File: src/rtl/debug_run_control.sv
// Run-control and breakpoint unit for the XM CPU debug front end: synchronises
// board keys/switches, gates CPU execution (halt/step/run) and compares PC against breakpoint slots.
module debug_run_control #(
   parameter int ADDR_WIDTH = 16,
   parameter int NUM_BKPT   = 4,
   parameter int BSEL_W     = (NUM_BKPT > 1) ? $clog2(NUM_BKPT) : 1
) (
   input  logic                  Clock,
   input  logic                  Reset,
   input  logic                  key_step_n,
   input  logic                  mode_cont,
   input  logic                  bkpt_wr,
   input  logic                  bkpt_clr,
   input  logic [BSEL_W-1:0]     bkpt_sel,
   input  logic [ADDR_WIDTH-1:0] addr_in,
   input  logic [ADDR_WIDTH-1:0] pc,
   input  logic                  instr_done,
   input  logic                  psw_slp,
   output logic                  cpu_run,
   output logic                  bkpt_hit,
   output logic [BSEL_W-1:0]     hit_idx,
   output logic [NUM_BKPT-1:0]   bkpt_valid,
   output logic [1:0]            state_out,
   output logic [1:0]            LEDR16_17,
   output logic                  LEDG7
);

   typedef enum logic [1:0] {
      ST_HALT  = 2'd0,
      ST_RUN   = 2'd1,
      ST_STEP  = 2'd2,
      ST_BREAK = 2'd3
   } state_t;

   // Bit order: 0 key_step_n, 1 mode_cont, 2 bkpt_wr, 3 bkpt_clr; key idles high.
   localparam logic [3:0] SYNC_IDLE = 4'b0001;

   logic [3:0]            meta_q, sync_q;
   logic                  key_prev_q, wr_prev_q, clr_prev_q;
   logic                  step_pulse_q, wr_pulse_q, clr_pulse_q;
   logic                  mode_s;
   state_t                state_q, state_d;
   logic                  resume_q, resume_d;
   logic [BSEL_W-1:0]     hit_idx_q, hit_idx_d;
   logic [NUM_BKPT-1:0]   valid_q, valid_d;
   logic [ADDR_WIDTH-1:0] addr_q [NUM_BKPT];
   logic [ADDR_WIDTH-1:0] addr_d [NUM_BKPT];
   logic                  match_s;
   logic [BSEL_W-1:0]     match_idx_s;
   logic                  cpu_run_q, bkpt_hit_q, led_mode_q, ledg7_q;

   assign mode_s = sync_q[1];

   // Input synchronisers, edge history and registered edge pulses.
   always_ff @(posedge Clock) begin
      if (Reset) begin
         meta_q       <= SYNC_IDLE;
         sync_q       <= SYNC_IDLE;
         key_prev_q   <= 1'b1;
         wr_prev_q    <= 1'b0;
         clr_prev_q   <= 1'b0;
         step_pulse_q <= 1'b0;
         wr_pulse_q   <= 1'b0;
         clr_pulse_q  <= 1'b0;
      end else begin
         meta_q       <= {bkpt_clr, bkpt_wr, mode_cont, key_step_n};
         sync_q       <= meta_q;
         key_prev_q   <= sync_q[0];
         wr_prev_q    <= sync_q[2];
         clr_prev_q   <= sync_q[3];
         step_pulse_q <= key_prev_q & ~sync_q[0];
         wr_pulse_q   <= ~wr_prev_q & sync_q[2];
         clr_pulse_q  <= ~clr_prev_q & sync_q[3];
      end
   end

   // Breakpoint slot update; a clear dominates a coincident write.
   always_comb begin
      valid_d = valid_q;
      addr_d  = addr_q;
      if (clr_pulse_q) begin
         valid_d = '0;
      end else if (wr_pulse_q && (int'(bkpt_sel) < NUM_BKPT)) begin
         valid_d[bkpt_sel] = 1'b1;
         addr_d[bkpt_sel]  = addr_in;
      end else begin
         valid_d = valid_q;
      end
   end

   // Breakpoint compare; descending scan leaves the lowest matching slot.
   always_comb begin
      match_s     = 1'b0;
      match_idx_s = '0;
      for (int i = NUM_BKPT - 1; i >= 0; i--) begin
         if (instr_done && valid_q[i] && (pc == addr_q[i])) begin
            match_s     = 1'b1;
            match_idx_s = BSEL_W'(i);
         end else begin
            match_s     = match_s;
         end
      end
   end

   // Run-control next state.
   always_comb begin
      state_d   = state_q;
      resume_d  = resume_q;
      hit_idx_d = hit_idx_q;
      case (state_q)
         ST_HALT: begin
            if (step_pulse_q) begin
               if (mode_s) begin
                  state_d = ST_RUN;
               end else begin
                  state_d  = ST_STEP;
                  resume_d = 1'b0;
               end
            end else begin
               state_d = ST_HALT;
            end
         end
         ST_STEP: begin
            if (instr_done) begin
               state_d = resume_q ? ST_RUN : ST_HALT;
            end else begin
               state_d = ST_STEP;
            end
         end
         ST_RUN: begin
            if (match_s) begin
               state_d   = ST_BREAK;
               hit_idx_d = match_idx_s;
            end else if (step_pulse_q) begin
               state_d = ST_HALT;
            end else if (instr_done && (psw_slp || !mode_s)) begin
               state_d = ST_HALT;
            end else begin
               state_d = ST_RUN;
            end
         end
         ST_BREAK: begin
            // Resuming through STEP retires the breakpoint instruction without re-hitting it.
            if (step_pulse_q) begin
               state_d  = ST_STEP;
               resume_d = mode_s;
            end else begin
               state_d = ST_BREAK;
            end
         end
         default: begin
            state_d = ST_HALT;
         end
      endcase
   end

   // State, breakpoint storage and registered outputs.
   always_ff @(posedge Clock) begin
      if (Reset) begin
         state_q    <= ST_HALT;
         resume_q   <= 1'b0;
         hit_idx_q  <= '0;
         valid_q    <= '0;
         for (int i = 0; i < NUM_BKPT; i++) addr_q[i] <= '0;
         cpu_run_q  <= 1'b0;
         bkpt_hit_q <= 1'b0;
         led_mode_q <= 1'b0;
         ledg7_q    <= 1'b0;
      end else begin
         state_q    <= state_d;
         resume_q   <= resume_d;
         hit_idx_q  <= hit_idx_d;
         valid_q    <= valid_d;
         addr_q     <= addr_d;
         cpu_run_q  <= (state_d == ST_RUN) || (state_d == ST_STEP);
         bkpt_hit_q <= (state_d == ST_BREAK);
         led_mode_q <= mode_s;
         ledg7_q    <= |valid_d;
      end
   end

   assign cpu_run    = cpu_run_q;
   assign bkpt_hit   = bkpt_hit_q;
   assign hit_idx    = hit_idx_q;
   assign bkpt_valid = valid_q;
   assign state_out  = state_q;
   assign LEDR16_17  = {led_mode_q, cpu_run_q};
   assign LEDG7      = ledg7_q;

endmodule

File: config.mk
export PLATFORM = sky130hd
export DESIGN_NAME = debug_run_control
export DESIGN_NICKNAME = d
export VERILOG_FILES = /design/src/rtl/debug_run_control.sv
export SDC_FILE = /design/constraint.sdc
export NUM_CORES = 1
export LEC_CHECK = 0
export CORE_ASPECT_RATIO = 1.25
export CORE_MARGIN = 4
export CORE_UTILIZATION = 52
export CTS_BUF_LIST = sky130_fd_sc_hd__clkbuf_16
export DETAILED_ROUTE_END_ITERATION = 10
export PLACE_DENSITY = 0.77
export SYNTH_ARGS = -nofsm -noshare
export SYNTH_HDL_FRONTEND = slang
export SYNTH_SLANG_ARGS = --single-unit
export TNS_END_PERCENT = 100
File: constraint.sdc
create_clock -name Clock -period 3.96 [get_ports Clock]
set_input_delay 0.792 -clock Clock [delete_from_list [all_inputs] [get_ports Clock]]
set_output_delay 0.792 -clock Clock [all_outputs]
set_load 0.01 [all_outputs]
== Word level (Yosys, flattened, before mapping) ==
Cells that the tools add are included.
Operators by class
  magnitude comparators: 4
  eq/ne operators: 13
  multiplexer cells: 28
  bitwise gates (word level): 9
  reductions and logical operators: 20
Operator list (number)
  $bwmux 64: 1
  $eq 16x16->1: 4
  $demux 16 s2: 1
  $mux 16: 1
  $mux 2: 8
  $mux 1: 12
  $logic_and 1x1->1: 11
  $eq 2x2->1 const B: 4
  $mux 4: 2
  $pmux 2 s4: 1
  $ne 2x2->1 const B: 3
  $eq 2x1->1 const B: 2
  $not 1->1: 4
  $or 4x4->4: 1
  $reduce_and 2->1: 2
  $reduce_and 4->1: 1
  $reduce_or 4->1: 1
  $and 1x1->1: 3
  $ge 3x3->1 const B: 1
  $lt 2x3->1 const B: 1
  $lt 3x1->1 const B: 1
  $not 2->3: 1
  $demux 1 s2: 1
  $ge 2x1->1 const B: 1
  5 further kinds: 6
Word-level totals
  flip-flop bits (word level): 91
  output and inout port bits: 13
  logic and storage cells: 94

== Logic depth before layout (Yosys ltp) ==
Gate-level depths: netlist of the first run.
  word-level depth: 10
  depth in mapped cells: 8
  mapped depth without buffers: 8

== Worst setup path before layout of the first run ==
Ideal clock, no wire load.
  path kind: input to register
  start point: input pc[5]
  end point: register cpu_run_q (netlist: cpu_run)
  library setup time: 0.127 ns
  arrival time: 2.191 ns
  required time: 3.833 ns
  path slack: 1.642 ns
  stages on the path: 8
  path buffers: 0
  path through: xor2_1 -> nor4_1 -> nand4_1 -> o32ai_4 -> o21ai_1 -> nand2_1 -> ha_1 -> nor2b_1
On the way
  word-level cells in the longest chain between the ends: 10
  elaborated cells on any way between the ends: 17
Ends and longest elaborated chain
  from (decl): RTL line 16  | input logic [ADDR_WIDTH-1:0] pc,
  $eq 16x16->1: RTL line 96  | if (instr_done && valid_q[i] && (pc == addr_q[i])) begin
  $logic_and 1x1->1: RTL line 96
  $mux 1 (3 in a row): RTL line 96
  $mux 1 (*): RTL line 96
  $mux 2 (*): RTL line 131  | if (match_s) begin
  $pmux 2 s4 (*): RTL line 110  | case (state_q)
  named net state_d[1]: RTL line 42  | state_t state_q, state_d;
  $eq 2x1->1 or $eq 2x2->1 (tied branches): RTL line 175  | cpu_run_q <= (state_d == ST_RUN) || (state_d == ST_STEP);
  $logic_or 1x1->1 (*): RTL line 175
  to (signal assigned): RTL line 175
  to (decl): RTL line 50  | logic cpu_run_q, bkpt_hit_q, led_mode_q, ledg7_q;
Mark *: on every way through the listed nets, which the timed path passes. The rest lies on a longest branch.
A chain may end at the register's enable or synchronous reset.

== Worst setup path after layout of the first run ==
Same ends and word-level chain as after synthesis.

==> results of run 1 <==
==> worst paths after layout <==
path	slack [ns]	to	from
setup / recovery	1.02	cpu_run$_SDFF_PP0_	pc[5]
hold / removal	0.38	wr_pulse_q$_SDFF_PP0_	wr_prev_q$_SDFF_PP0_
setup reg to reg	1.73	cpu_run$_SDFF_PP0_	addr_q[37]$_SDFFE_PP0P_
hold reg to reg	0.38	wr_pulse_q$_SDFF_PP0_	wr_prev_q$_SDFF_PP0_
==> cell usage in the layout, fill, tap and decap left out, types with 2 or more instances in the layout <==
cell type and count:
nand2_1 135, dfxtp_1 91, a21oi_1 73, xor2_1 55
clkdlybuf4s50_1 53, nor2b_1 14, nor4_1 12, xnor2_1 9
clkbuf_16 9, nand3_1 6, nand2b_1 6, inv_1 5
nor2_1 5, nor3_1 4, o21ai_0 4, or2_1 4
nand4_1 3, buf_4 3, a31oi_1 2, and3_1 2
and2_1 2, a211oi_1 2, bufinv_16 2, clkinvlp_4 2
==> power by group through the flow <==
stage               Clock, uW  Combinational, uW  Sequential (uW)
floorplan                   0               59.4              953
global placement            0                141              954
detailed placement          0                142              955
CTS                       937                143              934
global route              982                154              934
finish                    922                144              934
==> registers in the layout, summed over array words and instances, names as in the netlist, 2 cells and up <==
register / count
bkpt_valid: 4
state_out: 2
sync_q: 4
hit_idx: 2
addr_q: 64
meta_q: 4
==> worst register-to-register path, stage by stage, from the launching register on <==
cell and delay, ns:
dfxtp_1 0.32, xor2_1 0.19, nor4_1 0.41, nand4_1 0.23, o32ai_4 0.35, o21ai_1 0.14
nand2_1 0.10, ha_1 0.22, nor2b_1 0.12
==> routing by layer <==
layer	up-vias	global-route usage [%]	share of wire [%]
li1	1650	-	-
met4	0	8.94	2.5
met2	120	39.4	51
met1	1533	27.2	40
met5	-	0	0
met3	20	4.97	6.6
==> final cells by class <==
type	instances	share of cell area, %
timing repair buffer	57	11.6
tap	92	2.40
multi-input combinational	353	40.9
inverter	5	0.391
clock inverter	7	2.08
clock buffer	9	4.69
sequential	91	37.9
==> per-stage QoR <==
stage	worst slack (ns)	total power, uW	cell area (um2)
after CTS	1.03	2010	4800
after detailed placement	0.703	1100	4480
after floorplan	1.64	1010	3900
after global routing	0.809	2070	4800
after global placement	0.762	1100	4480
final	1.02	2000	4800
==> kinds of logic after synthesis <==
kind of cell | count (synthesis) | share of synthesized area, %
AND/OR/NAND/NOR | 199 | 22.8
flip-flops | 91 | 46.7
AO/OA/AOI/OAI | 88 | 12.4
XOR/XNOR | 64 | 14.4
buffers and inverters | 30 | 3.14
multiplexers | 1 | 0.257
adder cells (fa/ha/maj) | 1 | 0.321
==> flow_summary.json, run 1 <==
{
  "rsz0062_at_grt": "no",
  "synth_most_common_cell": "nand2_1",
  "crit_chain": "clkdlybuf4s50_1 -> xor2_1 -> nor4_1 -> nand4_1 -> o32ai_4 -> o21ai_1 -> nand2_1 -> ha_1 -> nor2b_1",
  "cts-root-buf": "clkbuf_16",
  "synth.avg_cell_area_um2": 8.23,
  "layout-drive-gt1-share_pct": 4.60,
  "p_clk_share_pct": 46.1,
  "wl_um": 10000,
  "num_io_pins": 55,
  "die_h_um": 105,
  "r2r_cells": 8,
  "clockBufferDepth": 2,
  "end_kind": "flop",
  "overflow": 0,
  "grt.total_usage_pct": 22.8,
  "multi_input_area_um2": 1960,
  "period_share_pct": 74.3,
  "antenna_cells": 0,
  "syn_nets": 517,
  "setup_viol": 0,
  "crit_cells": 9,
  "postCtsSetupBuffers": 0,
  "p_leak_uw": 0.00179,
  "num_rows": 35,
  "async_flop_share_pct": 0,
  "post-route-drc-count": 0,
  "die_w_um": 85.5,
  "clock-sinks": 91,
  "min_period_ns": 2.94,
  "crit_buf_inv": 1,
  "netlist.area_leader.share_pct": 46.7,
  "cp.required_ns": 4.15,
  "maxCapViolations": 0,
  "via_per_inst": 5.41,
  "layout.cells.non_filler": 614,
  "grt_pass1_wl_um": 15800,
  "grt_pass1_vias": 3232,
  "cts_tree": "done",
  "coreArea_um2": 7360,
  "wl_per_cell_um": 16.3,
  "holdWs_ns": 0.385,
  "ys_warn_count": 0,
  "start_kind": "input pin",
  "drt_iter0_drc": 264,
  "vias": 3323,
  "slew_headroom_pct": 30.4,
  "synthTopCellsByCount": "nand2_1 (135), dfxtp_1 (91), a21oi_1 (73)",
  "portBuffers": 54,
  "p_seq_share_pct": 46.7,
  "worst_path_max_delay_cell": "clkdlybuf4s50_1",
  "start_util_pct": 53.0,
  "switchingPower_uw": 448,
  "max_freq_ghz": 0.340,
  "min_path_cells": 1,
  "ctsResizeCount": 0,
  "hold_viol_final": 0,
  "ys_seq_area_share_pct": 46.7,
  "path_class": "input pin to flop",
  "min-delay-path-class": "flop to flop",
  "die_area_um2": 8960,
  "hold_buffers": 0,
  "worst_pin_slew_ns": 1.04,
  "syn_inst": 474,
  "max_stage_delay_ns": 0.61,
  "dpl.hpwl_um": 6890,
  "seq_area_um2": 1820,
  "antenna_left": 0,
  "htreeDepth": 3,
  "ys_seq_elements": 91,
  "clock_latency_ns": 0.34,
  "syn-cell-area_um2": 3900,
  "outcome": "completed",
  "ys.flop_type": "dfxtp_1",
  "ir_drop_uv": 237,
  "gp_congestion": 0.887,
  "final.setup_skew_ns": 0.00548,
  "fillers": 638,
  "synth_area_leaders": "dfxtp_1 (47%), nand2_1 (13%), xor2_1 (12%)",
  "cell_internal_pwr_uw": 1550,
  "fin_nets": 560,
  "synth_edf_count": 0,
  "cp.arrival_ns": 3.13,
  "clk_transition_reported_paths_ns": 0.06,
  "finalMaxSlewViolations": 0,
  "area_growth_pct": 23.1,
  "numCtsBuffers": 9,
  "grt_max_degree": 60,
  "worstPathMaxFanout": 4,
  "tns_ns": 0,
  "netlist-cell-type-count": 36,
  "antenna_found_initial": 0,
  "first_pass_iters": 5,
  "critPathTopFamily": "simple AND/OR/NAND/NOR gates",
  "swShare_pct": 22.4,
  "pwr_density_cell_nw_per_um2": 416,
  "dp.cells": 598,
  "final_util_pct": 65.3,
  "combPwrFrac_pct": 7.2,
  "yosysTopAreaCell": "dfxtp_1"
}
(Power assumes the default switching activity.)
==> run 2, diff against run 1 <==
- clock period: 3.96 -> 3 ns (I/O delays scaled with it)
==> flow_summary.json, run 2 (synthesized netlist as in run 1, its figures left out) <==
{
  "die_h_um": 105,
  "num_io_pins": 55,
  "wl_per_cell_um": 16.8,
  "grt_max_degree": 37,
  "hold_viol_final": 0,
  "dpl.hpwl_um": 7300,
  "min-delay-path-class": "flop to flop",
  "pwr_density_cell_nw_per_um2": 532,
  "cp.arrival_ns": 2.84,
  "clock_latency_ns": 0.34,
  "wl_um": 10500,
  "start_util_pct": 53.0,
  "setup.worst_path.end": "cpu_run$_SDFF_PP0_",
  "holdWs_ns": 0.385,
  "postCtsSetupBuffers": 0,
  "placed_cell_area_um2": 4560,
  "portBuffers": 54,
  "worst_path_max_delay_cell": "clkdlybuf4s50_1",
  "post-route-drc-count": 0,
  "fin_area_um2": 4860,
  "clockBufferDepth": 2,
  "grt-busiest-layer": "met2",
  "num_rows": 35,
  "clk_transition_reported_paths_ns": 0.07,
  "met2_usage_pct": 39.2,
  "final_common_cell": "nand2_1",
  "cts_tree": "done",
  "overflow": 0,
  "antenna_cells": 0,
  "fin_nets": 571,
  "coreArea_um2": 7360,
  "worstPathMaxFanout": 4,
  "r2r-start": "addr_q[37]$_SDFFE_PP0P_",
  "cts-root-buf": "clkbuf_16",
  "outcome": "completed",
  "final.setup_skew_ns": 0.00601,
  "gp_congestion": 0.890,
  "antenna_found_initial": 0,
  "cp.required_ns": 3.23,
  "start_kind": "input pin",
  "htreeDepth": 3,
  "first_pass_iters": 5,
  "r2r_cells": 8,
  "drt_iter0_drc": 262,
  "layout-drive-gt1-share_pct": 6.57,
  "min_period_ns": 2.61,
  "die_w_um": 85.5,
  "ctsResizeCount": 0,
  "vias": 3435,
  "grtUsageMet1_pct": 29.2,
  "setup_viol": 0,
  "antenna_left": 0,
  "slew_headroom_pct": 46.7,
  "ir_drop_uv": 334,
  "grt_pass1_wl_um": 16700,
  "end_kind": "flop",
  "grt_pass1_vias": 3243,
  "die_area_um2": 8960,
  "dp.cells": 609,
  "grt.total_usage_pct": 24.0,
  "clock-sinks": 91,
  "numCtsBuffers": 9,
  "p_leak_uw": 0.00184,
  "area_growth_pct": 24.7,
  "via_per_inst": 5.50,
  "r2r_setup_slack_ns": 0.80,
  "grt_util_met3_pct": 4.81,
  "cp-startpoint": "pc[12]",
  "crit_chain": "clkdlybuf4s50_1 -> xor2_1 -> nor4_1 -> nand4_1 -> o32ai_4 -> o21ai_1 -> nand2_1 -> ha_1 -> nor2b_1",
  "max_freq_ghz": 0.383,
  "max_stage_delay_ns": 0.54,
  "largest_reg_flops": 64,
  "maxCapViolations": 0,
  "layout.cells.non_filler": 625,
  "final_cell_mix": "nand2_1 (135), dfxtp_1 (91), a21oi_1 (73)",
  "tns_ns": 0,
  "hold_buffers": 0,
  "worst_pin_slew_ns": 0.800,
  "r2r-end": "cpu_run$_SDFF_PP0_",
  "period_share_pct": 87.1,
  "finalMaxSlewViolations": 0,
  "top_register": "addr_q",
  "rsz0062_at_grt": "no",
  "path_class": "input pin to flop"
}
run 2: how the worst min path moves through the flow:
stage / depth (start not counted) / end / from / slack (ns)
2_1_floorplan: 1 / clr_pulse_q$_SDFF_PP0_ / clr_prev_q$_SDFF_PP0_ / 0.37
3_3_place_gp: 1 / wr_pulse_q$_SDFF_PP0_ / wr_prev_q$_SDFF_PP0_ / 0.37
3_5_place_dp: 1 / clr_pulse_q$_SDFF_PP0_ / clr_prev_q$_SDFF_PP0_ / 0.38
4_1_cts: 1 / clr_pulse_q$_SDFF_PP0_ / clr_prev_q$_SDFF_PP0_ / 0.39
5_1_grt: 1 / clr_pulse_q$_SDFF_PP0_ / clr_prev_q$_SDFF_PP0_ / 0.40
6_report: 1 / clr_pulse_q$_SDFF_PP0_ / clr_prev_q$_SDFF_PP0_ / 0.38
run 2: cell type report:
cell class,count,area (um2)
clock inverter,7,81.3
sequential,91,1820
fill,626,2490
tap,92,115
timing repair buffer,68,641
multi-input combinational,353,1960
inverter,5,18.8
clock buffer,9,225
run 2: power breakdown:
| group | internal (uW) | leakage, uW | total [uW] | switching (uW) |
|---|---|---|---|---|
| registers | 1220 | 0.000736 | 1230 | 9.57 |
| logic | 94.7 | 0.000953 | 199 | 105 |
| clock network | 659 | 0.000147 | 1160 | 497 |
| total | 1980 | 0.00184 | 2590 | 611 |
run 2: per-stage QoR:
step	util (%)	total power, uW	setup slack, ns
CTS	66.1	2600	0.427
global placement	62.0	1450	0.177
finish	66.1	2590	0.388
floorplan	-	1340	0.874
detailed placement	62.0	1460	0.112
global route	66.1	2660	0.218
run 2: per-layer routing:
layer,wire (um),vias to the layer above
li1,-,1668
met1,4160,1612
met2,5280,127
met3,638,28
met4,444,0
met5,0,-
run 2: critical path, delay by kind of cell:
kind                     cells  cell delay, ns
AO/OA/AOI/OAI                2            0.50
XOR/XNOR                     1            0.21
buffers and inverters        1            0.54
adder cells (fa/ha/maj)      1            0.22
AND/OR/NAND/NOR              4            0.76
==> run 3, diff against run 2 <==
- CTS_CLUSTER_SIZE: default -> 40
==> results of run 3 <==
The final DEF is identical to that of run 2; final timing and power are the same.
